--- config.mk ---
export PLATFORM = sky130hd
export DESIGN_NAME = dram_mmio
export DESIGN_NICKNAME = d
export VERILOG_FILES = /design/src/rtl/dram_mmio_pkg.sv /design/src/rtl/mmio_in_port.sv /design/src/rtl/dram_mmio.sv
export SDC_FILE = /design/constraint.sdc
export NUM_CORES = 2
export LEC_CHECK = 0
export CAP_MARGIN = 20
export CELL_PAD_IN_SITES_DETAIL_PLACEMENT = 1
export CELL_PAD_IN_SITES_GLOBAL_PLACEMENT = 1
export CORE_MARGIN = 1.5
export CORE_UTILIZATION = 30
export CTS_CLUSTER_DIAMETER = 100
export DETAILED_ROUTE_END_ITERATION = 8
export PLACE_DENSITY_LB_ADDON = 0.1
export SLEW_MARGIN = 20
export SYNTH_ARGS = -nofsm -noshare
export SYNTH_HDL_FRONTEND = slang
export SYNTH_SLANG_ARGS = --single-unit
--- constraint.sdc ---
create_clock -name CLK -period 3.9 [get_ports CLK]
set_input_delay 0.78 -clock CLK [delete_from_list [all_inputs] [get_ports CLK]]
set_output_delay 0.78 -clock CLK [all_outputs]
set_load 0.02 [all_outputs]
--- src/rtl/dram_mmio_pkg.sv ---
// dram_mmio_pkg: shared types and address-map helpers for dram_mmio.
// The I/O window starts at IO_BASE. Input ports come first, then output
// ports, then the STATUS register. The offset helpers take the port counts
// as arguments because a package cannot see module parameters.
package dram_mmio_pkg;

  typedef enum logic [2:0] {
    REG_RAM,
    REG_IN,
    REG_OUT,
    REG_STATUS,
    REG_NONE
  } region_e;

  function automatic int in_ofs();
    return 0;
  endfunction

  function automatic int out_ofs(input int n_in);
    return n_in;
  endfunction

  function automatic int status_ofs(input int n_in, input int n_out);
    return n_in + n_out;
  endfunction

endpackage

--- src/rtl/mmio_in_port.sv ---
// mmio_in_port: one input port lane.
// It samples the port every cycle into in_q, so the value read back lags
// the pin by one cycle. Built with DRAM_MMIO_STATUS_EN, it also keeps a
// sticky change-detect bit that is cleared by writing 1 (W1C). If a set
// and a clear land on the same edge, the set wins.
// Ports:
//   clk, rst       : clock and synchronous active-high reset
//   in_port        : raw port value
//   in_q           : sampled value
//   status_clr     : W1C clear request (macro only)
//   status         : change-detect bit (macro only)
module mmio_in_port #(
  parameter int DATA_W = 8
) (
  input  logic              clk,
  input  logic              rst,
  input  logic [DATA_W-1:0] in_port,
`ifdef DRAM_MMIO_STATUS_EN
  input  logic              status_clr,
  output logic              status,
`endif
  output logic [DATA_W-1:0] in_q
);

  always_ff @(posedge clk) begin
    if (rst) begin
      in_q <= '0;
    end else begin
      in_q <= in_port;
    end
  end

`ifdef DRAM_MMIO_STATUS_EN
  // Compare against the old in_q: this is the edge where the new value
  // gets sampled.
  always_ff @(posedge clk) begin
    if (rst) begin
      status <= 1'b0;
    end else if (in_port != in_q) begin
      status <= 1'b1;
    end else if (status_clr) begin
      status <= 1'b0;
    end
  end
`endif

endmodule

--- src/rtl/dram_mmio.sv ---
// dram_mmio: data RAM with memory-mapped I/O for the single-cycle CPU.
// Address map (word addresses):
//   [0, IO_BASE)                 RAM
//   IO_BASE + i                  sampled input port i
//   IO_BASE + N_IN + j           output port register j
//   IO_BASE + N_IN + N_OUT       STATUS (only with DRAM_MMIO_STATUS_EN)
//   anything else                unmapped: reads 0, writes are ignored
// Reads are combinational. Writes take effect on the rising edge of CLK
// when MW=1. An output-port write pulses OUT_STB[j] for one cycle.
// Ports:
//   CLK, RESET : clock and synchronous active-high reset
//   ADDR, DATA : word address and write data
//   MW         : write enable
//   Q          : read data
//   IN_PORTS   : input ports, port i at [i*DATA_W +: DATA_W]
//   OUT_PORTS  : output port registers, same packing
//   OUT_STB    : per-output write strobe
// Optional macro: DRAM_MMIO_STATUS_EN enables the change-detect STATUS register.
module dram_mmio
  import dram_mmio_pkg::*;
#(
  parameter int DATA_W  = 8,
  parameter int ADDR_W  = 8,
  parameter int IO_BASE = 'hF0,
  parameter int N_IN    = 3,
  parameter int N_OUT   = 4
) (
  input  logic                    CLK,
  input  logic                    RESET,
  input  logic [ADDR_W-1:0]       ADDR,
  input  logic [DATA_W-1:0]       DATA,
  input  logic                    MW,
  output logic [DATA_W-1:0]       Q,
  input  logic [N_IN*DATA_W-1:0]  IN_PORTS,
  output logic [N_OUT*DATA_W-1:0] OUT_PORTS,
  output logic [N_OUT-1:0]        OUT_STB
);

  localparam int RAM_AW = (IO_BASE > 1) ? $clog2(IO_BASE) : 1;
  localparam logic [ADDR_W-1:0] IN_BASE  = ADDR_W'(IO_BASE + in_ofs());
  localparam logic [ADDR_W-1:0] OUT_BASE = ADDR_W'(IO_BASE + out_ofs(N_IN));
`ifdef DRAM_MMIO_STATUS_EN
  localparam logic [ADDR_W-1:0] STATUS_ADDR = ADDR_W'(IO_BASE + status_ofs(N_IN, N_OUT));
`endif

  if (IO_BASE + N_IN + N_OUT + 1 > (1 << ADDR_W)) begin : g_map_too_big
    $error("dram_mmio: I/O window does not fit in the address space");
  end
  if (N_IN < 1 || N_IN > DATA_W || N_OUT < 1) begin : g_bad_ports
    $error("dram_mmio: N_IN must be 1..DATA_W and N_OUT must be >= 1");
  end

  logic [DATA_W-1:0]             ram [IO_BASE];
  logic [N_OUT-1:0][DATA_W-1:0]  out_reg;
  logic [N_IN-1:0][DATA_W-1:0]   in_q;
  logic [N_IN-1:0]               in_hit;
  logic [N_OUT-1:0]              out_hit;
  logic [RAM_AW-1:0]             ram_idx;
  region_e                       region;

  // RAM_AW never exceeds ADDR_W. The index only matters inside the RAM
  // region, so any out-of-range value it takes elsewhere is never used.
  assign ram_idx = ADDR[RAM_AW-1:0];

  // Address decode. All compares use full-width ADDR, so there is no
  // aliasing. The regions are disjoint, so at most one branch hits.
  always_comb begin
    region  = REG_NONE;
    in_hit  = '0;
    out_hit = '0;
    if (ADDR < IN_BASE) region = REG_RAM;
    for (int i = 0; i < N_IN; i++) begin
      if (ADDR == IN_BASE + ADDR_W'(i)) begin
        region    = REG_IN;
        in_hit[i] = 1'b1;
      end
    end
    for (int j = 0; j < N_OUT; j++) begin
      if (ADDR == OUT_BASE + ADDR_W'(j)) begin
        region     = REG_OUT;
        out_hit[j] = 1'b1;
      end
    end
`ifdef DRAM_MMIO_STATUS_EN
    if (ADDR == STATUS_ADDR) region = REG_STATUS;
`endif
  end

  // Input lanes
`ifdef DRAM_MMIO_STATUS_EN
  logic [N_IN-1:0] status;
  logic [N_IN-1:0] status_clr;
  assign status_clr = (MW && region == REG_STATUS) ? DATA[N_IN-1:0] : '0;
`endif

  for (genvar i = 0; i < N_IN; i++) begin : g_in
    mmio_in_port #(.DATA_W(DATA_W)) u_in (
      .clk        (CLK),
      .rst        (RESET),
      .in_port    (IN_PORTS[i*DATA_W +: DATA_W]),
`ifdef DRAM_MMIO_STATUS_EN
      .status_clr (status_clr[i]),
      .status     (status[i]),
`endif
      .in_q       (in_q[i])
    );
  end

  // Read mux
  always_comb begin
    Q = '0;
    case (region)
      REG_RAM: Q = ram[ram_idx];
      REG_IN: begin
        for (int i = 0; i < N_IN; i++) if (in_hit[i]) Q = in_q[i];
      end
      REG_OUT: begin
        for (int j = 0; j < N_OUT; j++) if (out_hit[j]) Q = out_reg[j];
      end
`ifdef DRAM_MMIO_STATUS_EN
      REG_STATUS: Q[N_IN-1:0] = status;
`endif
      default: Q = '0;
    endcase
  end

  // RAM and output registers. Reset takes priority over a write on the same edge.
  always_ff @(posedge CLK) begin
    if (RESET) begin
      for (int k = 0; k < IO_BASE; k++) ram[k] <= '0;
      out_reg <= '0;
      OUT_STB <= '0;
    end else begin
      OUT_STB <= '0;
      if (MW && region == REG_RAM) ram[ram_idx] <= DATA;
      for (int j = 0; j < N_OUT; j++) begin
        if (MW && out_hit[j]) begin
          out_reg[j] <= DATA;
          OUT_STB[j] <= 1'b1;
        end
      end
    end
  end

  assign OUT_PORTS = out_reg;

endmodule

==> results.txt <==
WS Path Type: in -> out
CTS Buf Count: 240
fmax: 222 MHz
total power: 53.5 mW
mux share of post-synthesis cell area: 14.0%
worst-case reg-to-reg path depth: 2
first-pass GRT wire length: 503000 um
Tightest Pin Transition: 1.12 ns
Crit Reg-Reg Startpoint: OUT_PORTS[25]
PD cells: 456 mW/mm2
Distinct cells, synth: 60
Synth top cells by count: 2000 x edfxtp_1, 1249 x and3_1, 675 x and2_1, 565 x clkbuf_1, 558 x mux4_2
syn_area_per_cell: 15.3 um2
CTS Buffer Depth: 4
WP depth: 12
Max Slew Vio Count: 0
CP max stage cell: mux4_2
relative slew slack: 25.3%
flops & latches, synth: 2060
count leader, synth: edfxtp_1
critical path buffer and inverter count: 7
sequential fraction of the synthesis area: 64.3%
clock sinks: 2060
Post-Synth Adder-Cell Area: 0%
fin worst setup slack: -0.606 ns
Setup Skew: 0 ns
R2R setup slack: 3.20 ns
initial antenna violation count: 23
Hold Path Class: in -> reg
die extent in x: 567 um
critical path's most frequent cell: buf_12
hold path depth: 2
Main synth FF type: edfxtp_1
Tmin final: 4.51 ns
layout cells sized above 1: 30.5%
Tot GR Track Use: 22.0%
Worst EP arrival: 3.73 ns
Finished Core Util: 37.2%
synthesized instance count: 6222
total vias in the final route: 59000
vias per cell: 5.23
I/O Buffers: 86
DRC viols: 0
Crit. End Element: output port
slowest stage delay, CP: 0.58 ns
Leakage: 45.9 nW
top-area cell type share of the netlist area: 63.0%
synthesis-to-layout area growth: 23.2%
unrepaired setup endpoints after global routing: yes
worst-path fanout max: 6
Post-CTS Hold Buffers: 0
Top-Level Pins: 87
Critical Path End: Q[7]
Site Rows: 206
final worst path period share: 116%
RR Endpoint: OUT_PORTS[25]
Worst Setup SP: ADDR[0]
worst-skew pair later-pin latency: 0.89 ns
nets@finish: 6953
pin count of the biggest net entering global routing: 97
Max Cap Viol: 0
gr ovfl total: 0
largest area contributor in the netlist: edfxtp_1
Post-Synth Simple-Gate Area: 15.2%
WL/cell: 31.8 um
cell family contributing the most delay on the critical path: multiplexers
Synth Area in Compound Gates: 2.93%
fraction of registers with async set/reset: 0%
Routed Antenna Nets: 0
synthesized cell area: 0.0953 mm2
failing checks: setup timing
Root Driver: clkbuf_16
Worst-path clk slew: 0.06 ns
die height: 567 um
starting density of the core: 30.2%
die area: 0.321 mm2
routability cong.: 0.827
Peak supply drop: 350 uV
core footprint: 0.315 mm2
status: finished with violations
critical path startpoint category: input pin
CTS tree: done
Routed WL: 359000 um
final hold vios: 0
DRT iter0 DRCs: 5244
Detailed Place HPWL: 238000 um
EDFF count, synth: 2000
setup violators final: 8
worst path cell trace: buf_16, buf_16, buf_12, buf_12, mux4_2, mux4_2, o21ai_2, buf_6, o41ai_4, o32a_1, buf_6, buf_12
top cells by area, synth: edfxtp_1 63%, mux4_2 13%, and3_1 8.2%, and2_1 4.4%, clkbuf_1 2.2%
largest family of logic cells by synthesized area: simple AND/OR/NAND/NOR gates
H-tree lvl count: 4
fraction of synthesized cell area in xor and xnor cells: 0%
Synth warnings: 0
via count of the first global-routing pass: 62300
Critical Path RT: 3.12 ns
drt pass-1 iters: 5
## metrics by stage
stage / hold slack [ns] / cells / instance area (um2) / setup TNS (ns) / setup slack [ns]
4_1_cts: 0.202 / 11300 / 117000 / -4.25 / -0.628
3_3_place_gp: 0.467 / 10700 / 108000 / -185.21 / -1.77
5_1_grt: 0.241 / 11300 / 117000 / -4.26 / -0.594
3_5_place_dp: 0.465 / 10700 / 108000 / -174.95 / -1.72
2_1_floorplan: 0.546 / 6301 / 95600 / 0 / 0.271
6_report: 0.267 / 11300 / 117000 / -3.98 / -0.606
## registers in the layout, indices dropped and copies added, names as in the netlist
name / flops
OUT_STB: 4
ram: 2000
g_in.u_in.in_q: 24
OUT_PORTS: 32
## timing repair
| item | CTS | global route |
|---|---|---|
| gates cloned | 6 | 3 |
| setup endpoints to repair | 8 | 8 |
| endpoints found under the hold margin | 0 | 0 |
| gates resized for setup | 186 | 45 |
| setup buffers | 55 | 19 |
| pin swaps | 29 | 17 |
## per-layer routing
| layer | part of all wire (%) | vias up | track usage (%) | wire length [um] |
|---|---|---|---|---|
| li1 | - | 25400 | - | - |
| met1 | 45 | 32000 | 30.4 | 160000 |
| met2 | 49 | 1309 | 37.2 | 176000 |
| met3 | 4.0 | 345 | 2.13 | 14300 |
| met4 | 2.3 | 2 | 5.16 | 8300 |
| met5 | 0.0036 | - | 0 | 13 |
## worst min-delay path by stage
stage	startpoint	end
5_1_grt	RESET	g_in[1].u_in.in_q[1]
2_1_floorplan	OUT_PORTS[9]	OUT_PORTS[9]
4_1_cts	RESET	g_in[1].u_in.in_q[2]
6_report	RESET	g_in[1].u_in.in_q[1]
3_3_place_gp	OUT_PORTS[21]	OUT_PORTS[21]
3_5_place_dp	OUT_PORTS[21]	OUT_PORTS[21]
## cells in the final DEF, fill, tap and decap left out, types with 68 or more instances in the layout
| cell type | count |
|---|---|
| edfxtp_1 | 2000 |
| and3_1 | 1248 |
| buf_4 | 778 |
| and2_1 | 675 |
| mux4_2 | 558 |
| clkbuf_16 | 247 |
| buf_12 | 180 |
| a21o_1 | 156 |
| nand2_1 | 94 |
| nor2_1 | 91 |
| or2_2 | 88 |
| conb_1 | 80 |
| mux2i_1 | 68 |
## report_power, final
part           switching (mW)  internal [mW]
Combinational            3.07           2.20
Sequential              0.357           25.3
Clock                    9.63           12.9
Total                    13.1           40.5
## cell families after synthesis
family / after synthesis
AOI/OAI and AO/OA: 385
other: 1
buffers and inverters: 737
and+or+nand+nor: 2401
DFF: 2060
muxes: 638
## area by class of cell
type | instances | area, um2
Antenna cell | 11 | 27.5
Clock buffer | 304 | 6420
Clock inverter | 143 | 1260
Fill cell | 31800 | 198000
Inverter | 7 | 27.5
Multi-Input combinational cell | 3504 | 31800
Sequential cell | 2060 | 61300
Tap cell | 4160 | 5200
Timing Repair Buffer | 1097 | 11300
Note: power is estimated with default switching activity, not from simulation.
